**src/rtl/cmul_pkg.sv**
```systemverilog
`default_nettype none
// ============================================================================
// cmul_pkg : shared types and product-index lookups for the complex sequencer
// Rev 1.0
// ============================================================================
package cmul_pkg;

   typedef enum logic [2:0] {
      IDLE   = 3'd0,
      LOAD   = 3'd1,
      SETTLE = 3'd2,
      WAIT   = 3'd3,
      NEXT   = 3'd4,
      WRITE  = 3'd5
   } state_t;

   localparam logic [1:0] P_RR = 2'd0;
   localparam logic [1:0] P_II = 2'd1;
   localparam logic [1:0] P_RI = 2'd2;
   localparam logic [1:0] P_IR = 2'd3;

   // ai*bi is the only term that is subtracted
   function automatic logic prod_is_sub(input logic [1:0] k);
      return (k == P_II);
   endfunction

   function automatic logic prod_to_im(input logic [1:0] k);
      return (k == P_RI) || (k == P_IR);
   endfunction

   function automatic logic prod_a_is_re(input logic [1:0] k);
      return (k == P_RR) || (k == P_RI);
   endfunction

   function automatic logic prod_b_is_re(input logic [1:0] k);
      return (k == P_RR) || (k == P_IR);
   endfunction

endpackage
`default_nettype wire

```
**src/rtl/sm_to_twos.sv**
```systemverilog
`default_nettype none
// ============================================================================
// sm_to_twos : sign-magnitude to two's-complement converter, -0 maps to +0
// Rev 1.0
// ============================================================================
module sm_to_twos #(
   parameter int MAG_WIDTH = 14,
   parameter int OUT_WIDTH = 16
) (
   input  logic                 i_sign,
   input  logic [MAG_WIDTH-1:0] i_mag,
   output logic [OUT_WIDTH-1:0] o_value
);

   logic [OUT_WIDTH-1:0] w_ext;
   logic                 w_neg;

   always_comb begin
      w_ext   = OUT_WIDTH'(i_mag);
      w_neg   = i_sign && (|i_mag);
      o_value = w_neg ? (~w_ext + {{(OUT_WIDTH-1){1'b0}}, 1'b1}) : w_ext;
   end

endmodule
`default_nettype wire

```
**src/rtl/cmul_sequencer.sv**
```systemverilog
`default_nettype none
// ============================================================================
// cmul_sequencer : complex twiddle multiply through a shared serial multiplier
// Rev 1.0
// ============================================================================
module cmul_sequencer
   import cmul_pkg::*;
#(
   parameter int WIDTH     = 8,
   parameter int OUT_WIDTH = 2*WIDTH
) (
   input  logic                   clkin,
   input  logic                   rst_n,
   input  logic                   in_valid,
   output logic                   in_ready,
   input  logic [WIDTH-1:0]       ar,
   input  logic [WIDTH-1:0]       ai,
   input  logic [WIDTH-1:0]       br,
   input  logic [WIDTH-1:0]       bi,
   output logic [WIDTH-1:0]       mul_a,
   output logic [WIDTH-1:0]       mul_b,
   input  logic                   mul_ready,
   input  logic                   mul_sign,
   input  logic [2*WIDTH-3:0]     mul_product,
   output logic                   out_valid,
   input  logic                   out_ready,
   output logic [OUT_WIDTH-1:0]   out_re,
   output logic [OUT_WIDTH-1:0]   out_im
);

   state_t               r_state;
   state_t               w_next_state;
   logic [1:0]           r_k;
   logic [WIDTH-1:0]     r_ar;
   logic [WIDTH-1:0]     r_ai;
   logic [WIDTH-1:0]     r_br;
   logic [WIDTH-1:0]     r_bi;
   logic [OUT_WIDTH-1:0] r_acc_re;
   logic [OUT_WIDTH-1:0] r_acc_im;

   logic [WIDTH-1:0]     w_op_a;
   logic [WIDTH-1:0]     w_op_b;
   logic                 w_bypass;
   logic                 w_write;
   logic [OUT_WIDTH-1:0] w_prod;

   sm_to_twos #(
      .MAG_WIDTH (2*WIDTH-2),
      .OUT_WIDTH (OUT_WIDTH)
   ) u_conv (
      .i_sign  (mul_sign),
      .i_mag   (mul_product),
      .o_value (w_prod)
   );

   assign w_op_a   = prod_a_is_re(r_k) ? r_ar : r_ai;
   assign w_op_b   = prod_b_is_re(r_k) ? r_br : r_bi;
   // a zero magnitude on either side makes the product zero whatever the sign
   assign w_bypass = ~(|w_op_a[WIDTH-2:0]) || ~(|w_op_b[WIDTH-2:0]);
   assign w_write  = (r_state == WRITE) && (!out_valid || out_ready);
   assign in_ready = (r_state == IDLE);

   always_ff @(posedge clkin or negedge rst_n) begin
      if (!rst_n) begin
         r_state <= IDLE;
      end else begin
         r_state <= w_next_state;
      end
   end

   always_comb begin
      w_next_state = r_state;
      case (r_state)
         IDLE:    if (in_valid) w_next_state = LOAD;
         LOAD:    w_next_state = w_bypass ? NEXT : SETTLE;
         // the multiplier drops ready one edge after new operands, so skip a cycle
         SETTLE:  w_next_state = WAIT;
         WAIT:    if (mul_ready) w_next_state = NEXT;
         NEXT:    w_next_state = (r_k == P_IR) ? WRITE : LOAD;
         WRITE:   if (w_write) w_next_state = IDLE;
         default: w_next_state = IDLE;
      endcase
   end

   always_ff @(posedge clkin or negedge rst_n) begin
      if (!rst_n) begin
         r_k      <= 2'd0;
         r_ar     <= '0;
         r_ai     <= '0;
         r_br     <= '0;
         r_bi     <= '0;
         r_acc_re <= '0;
         r_acc_im <= '0;
         mul_a    <= '0;
         mul_b    <= '0;
      end else begin
         case (r_state)
            IDLE: begin
               if (in_valid) begin
                  r_ar     <= ar;
                  r_ai     <= ai;
                  r_br     <= br;
                  r_bi     <= bi;
                  r_acc_re <= '0;
                  r_acc_im <= '0;
                  r_k      <= 2'd0;
               end
            end
            LOAD: begin
               mul_a <= w_op_a;
               mul_b <= w_op_b;
            end
            WAIT: begin
               if (mul_ready) begin
                  if (prod_to_im(r_k)) begin
                     r_acc_im <= r_acc_im + w_prod;
                  end else if (prod_is_sub(r_k)) begin
                     r_acc_re <= r_acc_re - w_prod;
                  end else begin
                     r_acc_re <= r_acc_re + w_prod;
                  end
               end
            end
            NEXT: begin
               if (r_k != P_IR) r_k <= r_k + 2'd1;
            end
            default: ;
         endcase
      end
   end

   always_ff @(posedge clkin or negedge rst_n) begin
      if (!rst_n) begin
         out_valid <= 1'b0;
         out_re    <= '0;
         out_im    <= '0;
      end else if (w_write) begin
         out_valid <= 1'b1;
         out_re    <= r_acc_re;
         out_im    <= r_acc_im;
      end else if (out_valid && out_ready) begin
         out_valid <= 1'b0;
      end
   end

endmodule
`default_nettype wire

```
**config.mk**
```make
export PLATFORM = sky130hd
export DESIGN_NAME = cmul_sequencer
export DESIGN_NICKNAME = d
export VERILOG_FILES = /design/src/rtl/cmul_pkg.sv /design/src/rtl/sm_to_twos.sv /design/src/rtl/cmul_sequencer.sv
export SDC_FILE = /design/constraint.sdc
export NUM_CORES = 1
export LEC_CHECK = 0
export CORE_MARGIN = 10
export CORE_UTILIZATION = 48
export DETAILED_ROUTE_END_ITERATION = 10
export GPL_TIMING_DRIVEN = 1
export HOLD_SLACK_MARGIN = 0.08
export PLACE_DENSITY = 0.73
export SLEW_MARGIN = 25
export SYNTH_ARGS = -nofsm -noshare
export SYNTH_HDL_FRONTEND = slang
export SYNTH_SLANG_ARGS = --single-unit
```
**constraint.sdc**
```tcl
create_clock -name clkin -period 3.8 [get_ports clkin]
set_clock_uncertainty 0.15 [all_clocks]
set_input_delay 0.38 -clock clkin [delete_from_list [all_inputs] [get_ports clkin]]
set_output_delay 0.38 -clock clkin [all_outputs]
set_load 0.02 [all_outputs]
```
==> summary.md, run 1 <==
| Metric | Value |
|---|---|
| Status | complete, no violations |
| Crit-path cells | dlygate4sd2_1 > or3_4 > buf_6 > nor2_4 > o21ai_0 > o211ai_1 > inv_1 > ha_1 > a21o_1 > a211o_1 > o22ai_2 > nand2_1 > maj3_2 > a2111oi_4 > or3_4 > xnor2_1 > a221o_1 |
| Asr flop ratio synth | 100.0% |
| Crit path kind | in2reg |
| Wirelength per Cell | 18.42 µm |
| Ant diodes | 0 |
| Fraction of layout cells with a size suffix above 1 | 32.44% |
| Multi-input logic area | 4026 µm² |
| CTS max path bufs | 2 |
| Syn. warnings | 0 |
| Die Footprint | 19,490 µm² |
| Area contributors post-synth | dfrtp_1, mux2_2, ha_1 |
| PortBufs | 101 |
| Cell-internal power | 4.773 mW |
| P_leak | 4.541 nW |
| RSZ-0062 raised after global routing | true |
| Clock Latency Late Sink | 420 ps |
| Switching Fraction | 38.71% |
| Post-route ant nets | 0 |
| GPL Wtd Cong | 0.9395 |
| Die width | 139.6 µm |
| FF-to-FF Start | r_k[1] |
| Final worst slack | 119.2 ps |
| Final period util | 96.86% |
| Worst path arrival time | 3830 ps |
| WP data required | 3950 ps |
| First-pass GRT wire length | 32.59 mm |
| CP top delay family | compound AO/OA/AOI/OAI gates |
| Hold WC Path Type | reg2reg |
| Remaining routing DRC violations | 0 |
| Bufs and invs on worst path | 3 |
| Clk pwr share | 20.7% |
| Mapped cell area | 6867 µm² |
| Ports | 102 |
| Routed vias/inst | 5.556 |
| Element type at the critical path start | primary input |
| CP Capture Type | flip-flop |
| Clock Sinks | 118 |
| CP max stage cell | or3_4 |
| Top cell type's share of synthesized area | 43.00% |
| Placed insts | 1,029 |
| Crit path from | mul_product[3] |
| CTS HTree Levels | 4 |
| Netlist cell types | 69 |
| Cell taking the most area after synthesis | dfrtp_1 |
| Chip height | 139.6 µm |
| Peak VDD IR | 0.0004886 V |
| DR top layer | met4 |
| Initial antenna violation count | 0 |
| Highest net fanout along the worst path | 6 |
| GRT overflow | 0 |
| Comb pwr share | 51.2% |
| Largest net degree at the start of global routing | 68 |
| Worst-margin pin slew | 984.6 ps |
| Max cap viols | 0 |
| Routed WL | 19.78 mm |
| Most instantiated cells after synthesis | dfrtp_1, mux2_2, nand2_1, nor2_1, a21oi_1 |
| WL met2 | 9.744 mm |
| Sequential power share | 28.1% |
| Post-synth EDFFs | 0 |
| Tot GR Track Use | 20.17% |
| Max incr delay on CP | 420 ps |
| Met3 wire len | 1.236 mm |
| Ys flop type | dfrtp_1 |
| # setup viols final | 0 |
| Register bit total from synthesis | 118 |
| Fin Setup TNS | 0 ps |
| DR iter-0 viols | 323 |
| Nets@finish | 969 |
| Crit-path most repeated cell | or3_4 |
| Pre-CTS setup slack | -810.5 ps |
| Total core area | 13,930 µm² |
| Row count | 43 |
| Total CTS buffers | 17 |
| Register area | 2953 µm² |
| Max Slew Vio Count | 0 |
| Area growth syn-to-layout | 43.46% |
| CTS tree | built |
| Syn_nets | 749 |
| DPL Wire Length | 14.61 mm |
| Mean Syn Cell Area | 10.39 µm² |
| Cell with the most instances after synthesis | dfrtp_1 |
| Sw Pwr | 3.015 mW |
| Max Clk Rate | 271.7 MHz |
| Fin. Hold Viols | 0 |
| Sequential fraction of the synthesis area | 43.00% |
| Root cell of the clock tree | clkbuf_16 |
| Slew headroom | 34.12% |
| Hold Crit Start | out_im[14] |
| Initial core utilization | 49.28% |
| Post-route insts no fill | 1,074 |
| Vias post-DR | 5,967 |
| WL met1 | 8.479 mm |
| Clock slew at reported path FFs | 60 ps |
| Vias in the first global route | 6,319 |
| Pre-Repair DR Iteration Count | 4 |
| Synth Instances | 661 |
| Power Dens Cells | 790.5 nW/µm² |
| # fillers | 1,021 |
| Min Tclk post-route | 3681 ps |
[power by group through the flow]
stage	Sequential, mW	Clock (mW)	Combinational (mW)
final	2.19	1.61	3.99
after global routing	2.26	1.69	4.34
after floorplan	2.33	0	2.18
after CTS	2.19	1.63	3.92
after detailed placement	2.20	0	3.82
after global placement	2.17	0	3.71
[worst paths after layout]
kind / cells after the start / slack, ps / endpoint
setup reg to reg: 15 / 480 / r_acc_re[12]
hold / removal: 1 / 350 / out_im[14]
hold reg to reg: 1 / 350 / out_im[14]
min in group asynchronous: 2 / 390 / r_acc_im[7]
max in group asynchronous: 3 / 2320 / r_br[3]
setup / recovery: 17 / 120 / r_acc_im[15]
[what timing repair did]
action / CTS / global route
pin swaps: 23 / 22
buffers inserted: 6 / 6
endpoints found under the hold margin: 51 / 0
endpoints found under the setup margin: 12 / 11
hold buffers: 1 / 0
gates resized for setup: 36 / 41
[layout make-up]
class	instances	share of cell area, %
Clock buffer	20	4.534
Clock inverter	12	1.461
Inverter	21	0.8002
Multi-Input combinational cell	495	40.87
Sequential cell	118	29.98
Tap cell	180	2.286
Timing Repair Buffer	228	20.07
[per-stage QoR]
step / hold slack [ps] / total power, mW / instance area [µm²] / util [%]
after floorplan: -65.59 / 4.512 / 6964 / -
after global placement: 301.5 / 5.878 / 8950 / 64.23
after detailed placement: 328.4 / 6.018 / 8950 / 64.23
after CTS: 356.9 / 7.739 / 9686 / 69.51
after global routing: 370.1 / 8.291 / 9851 / 70.69
final: 352.4 / 7.787 / 9851 / 70.69
[state kept, by name (all words and copies together) (netlist names), 3 cells and up]
| signal | cells |
|---|---|
| r_bi | 8 |
| r_acc_re | 16 |
| out_im | 16 |
| r_state | 3 |
| r_ar | 8 |
| r_acc_im | 16 |
| r_br | 8 |
| out_re | 16 |
| mul_a | 8 |
| mul_b | 8 |
| r_ai | 8 |
[placed cells by master (no fill, tap or decap), types with 6 or more instances in the layout]
cell type / instances
o21ai_0: 20
nand2_1: 47
dfrtp_1: 118
clkdlybuf4s50_1: 86
nor2_1: 44
a22o_1: 11
nand2b_1: 7
inv_1: 16
o41ai_1: 7
o21ai_2: 7
a31oi_1: 6
o31ai_1: 13
xor2_1: 16
mux2_2: 66
nor3_1: 9
ha_1: 29
nand3_1: 6
a21oi_1: 37
clkbuf_16: 17
mux2i_1: 19
xnor2_1: 27
a21o_1: 10
dlygate4sd2_1: 9
buf_4: 123
[worst reg2reg max path, stage by stage, from the launching register on]
cell and delay, ps:
dfrtp_1 410, inv_1 80, ha_1 190, buf_4 190
nor2_1 120, xnor2_1 150, ha_1 290, nor2b_1 160
o21a_1 200, o21ai_2 160, a21oi_1 90, o21ai_1 190
nand2_1 100, a21o_1 190, a211o_1 290, a32o_1 250
[logic make-up after synthesis]
kind of cell | count (synthesis) | synth area share, %
and+or+nand+nor | 166 | 11.94
adders and majority gates | 37 | 6.942
AOI/OAI and AO/OA | 161 | 15.80
muxes | 85 | 13.59
xor gates and xnor gates | 46 | 5.867
DFF | 118 | 43.00
buffers and inverters | 48 | 2.861
[metal layers]
metal	vias to the layer above	track usage (%)
li1	2850	-
met1	2940	23.61
met2	153	33.89
met3	24	6.873
met4	0	6.630
met5	-	0
No activity file was read; power rests on OpenSTA's default activity.
==> inputs of run 2 (changes only) <==
- CAP_MARGIN: not set -> 0
==> results of run 2 <==
Same layout as run 1: the final DEF is identical, and so are final timing and power.
==> inputs of run 3 (changes only) <==
- ABC_AREA: not set -> 1
- CORE_ASPECT_RATIO: not set -> 0.5
==> run 3 against run 2 <==
Power shrank 5.0%. Clock power grew 4%. Core utilization shrank 5.4 points. Sequential cell count is the same. Critical path depth grew 8. Fmax grew 5.3%. Design area shrank 4.9%. Worst hold slack lost 47 ps. Worst setup slack gained 190 ps. Die area grew 2.8%. Area after synthesis grew 1.5%.
==> summary.md, run 3 <==
| Metric | Value |
|---|---|
| Max Slew Vio Count | 0 |
| Clock slew at reported path FFs | 60 ps |
| GPL Wtd Cong | 0.8992 |
| Design area | 9366 µm² |
| Highest net fanout along the worst path | 5 |
| Tot GR Track Use | 18.31% |
| Clock Sinks | 118 |
| # setup viols final | 0 |
| Nets@finish | 1,105 |
| Remaining routing DRC violations | 0 |
| Fin. Hold Viols | 0 |
| Syn_nets | 927 |
| Worst-margin pin slew | 858.2 ps |
| CTS tree | built |
| Setup Fix Bufs, Post-CTS | 0 |
| Final core occ | 65.27% |
| Commonest non-fill, non-tap cells in the layout | nand2_1, dfrtp_1, inv_1 |
| Crit path depth | 25 |
| DPL Wire Length | 14.06 mm |
| Vias post-DR | 6,181 |
| Routed WL | 18.47 mm |
| Ys flop type | dfrtp_1 |
| Final worst slack | 305.4 ps |
| Bufs and invs on worst path | 5 |
| Cell with the most instances after synthesis | nand2_1 |
| Slew headroom | 42.57% |
| Sequential fraction of the synthesis area | 42.37% |
| Fin Setup TNS | 0 ps |
| Final period util | 91.96% |
| Asr flop ratio synth | 100.0% |
| Fraction of layout cells with a size suffix above 1 | 19.05% |
| Wirelength per Cell | 15.05 µm |
| Placed insts | 1,195 |
| Total CTS buffers | 17 |
| Register bit total from synthesis | 118 |
| Crit path from | mul_product[0] |
| Routed vias/inst | 5.037 |
| Most common cell after layout, fill and taps aside | nand2_1 |
| Area contributors post-synth | dfrtp_1, nand2_1, o21ai_0 |
| Largest net degree at the start of global routing | 91 |
| Mean Syn Cell Area | 8.307 µm² |
| First-pass GRT wire length | 30.28 mm |
| Initial antenna violation count | 0 |
| Initial core utilization | 48.56% |
| Netlist cell types | 45 |
| Placed cell area | 8733 µm² |
| Mapped cell area | 6969 µm² |
| Cell taking the most area after synthesis | dfrtp_1 |
| Post-route insts no fill | 1,227 |
| Element type at the critical path start | primary input |
| CP max stage cell | clkdlybuf4s50_1 |
| WP data required | 3980 ps |
| Die Footprint | 20,030 µm² |
| Die width | 190.4 µm |
| Hold WC Path Type | in2async |
| Clock Latency Late Sink | 410 ps |
| Max incr delay on CP | 520 ps |
| CP Capture Type | flip-flop |
| Vias in the first global route | 6,145 |
| Crit path kind | in2reg |
| CP top delay family | compound AO/OA/AOI/OAI gates |
| Post-route ant nets | 0 |
| Peak VDD IR | 0.0003914 V |
| PortBufs | 101 |
| Root cell of the clock tree | clkbuf_16 |
| Synth Instances | 839 |
| P_leak | 4.599 nW |
| FF-to-FF Start | r_k[1] |
| Pre-CTS setup slack | -211.2 ps |
| Post-synth EDFFs | 0 |
| Row count | 31 |
| Pre-Repair DR Iteration Count | 5 |
| GRT overflow | 0 |
| Area growth syn-to-layout | 34.40% |
| Final Total Pwr | 7.402 mW |
| Syn. warnings | 0 |
| Hold slack | 305.4 ps |
| DR iter-0 viols | 459 |
| Ports | 102 |
| Max cap viols | 0 |
| Total core area | 14,350 µm² |
| Min Tclk post-route | 3495 ps |
| Max Clk Rate | 286.2 MHz |
| Ant diodes | 0 |
| Status | complete, no violations |
| CTS max path bufs | 2 |
| CTS HTree Levels | 4 |
| Worst path arrival time | 3680 ps |
| Chip height | 105.2 µm |
| R2r worst-path depth | 15 |
| Power Dens Cells | 790.2 nW/µm² |
| Top cell type's share of synthesized area | 42.37% |
| Most instantiated cells after synthesis | nand2_1, dfrtp_1, inv_1, o21ai_0, a21oi_1 |
| Crit-path most repeated cell | nand2_2 |
## run 3: cell count changes after synthesis, moves of 16 or more
| cell | before | now |
|---|---|---|
| inv_1 | 20 | 110 |
| nand2_2 | 0 | 16 |
| o21ai_0 | 31 | 90 |
| mux2_2 | 66 | 33 |
| nand3_1 | 7 | 42 |
| nand2_1 | 48 | 171 |
| xnor2_1 | 28 | 3 |
## run 3: repair_timing
action | 4_1_cts | 5_1_grt
hold buffers | 1 | 0
resized for setup | 0 | 7
setup endpoints to repair | 0 | 5
endpoints found under the hold margin | 28 | 0
## run 3: layout make-up
class                   count  area, µm²
fillers                  1189       4985
well taps                 198      247.7
inverters                 118      444.2
repair buffers            178       1602
clock inverters            14      173.9
clock buffers              17      425.4
flip-flops and latches    118       2953
multi-input cells         584       3521
## run 3: path summary, 6_finish.rpt
check	endpoint	slack, ps
max	r_acc_re[14]	310
min	r_acc_re[10]	310
max reg2reg	r_acc_re[9]	560
min reg2reg	out_im[2]	330
max in group asynchronous	r_acc_re[1]	2370
min in group clkin	out_im[2]	330
## run 3: logic make-up (layout without fill, tap and decap cells)
logic type | Yosys count | after routing | share of synthesized area (%)
and+or+nand+nor | 303 | 303 | 19.46
AOI/OAI and AO/OA | 178 | 178 | 14.20
buffers and inverters | 137 | 327 | 7.523
DFF | 118 | 118 | 42.37
muxes | 42 | 42 | 6.625
adders and majority gates | 36 | 36 | 6.679
xor gates and xnor gates | 25 | 25 | 3.142
## run 3: power by group
part,leakage [nW],internal [mW],switching (mW)
Clock,0.283,1.03,0.631
Sequential,1.53,1.79,0.306
Combinational,2.79,1.61,2.04
Total,4.60,4.43,2.97
## run 3: metal layers
metal | global-route usage (%) | part of all wire, % | up-vias
met1 | 24.37 | 48 | 2924
met4 | 3.855 | 0.56 | 0
met5 | 0 | 0 | -
met3 | 5.043 | 5.0 | 10
li1 | - | - | 3128
met2 | 29.17 | 46 | 119
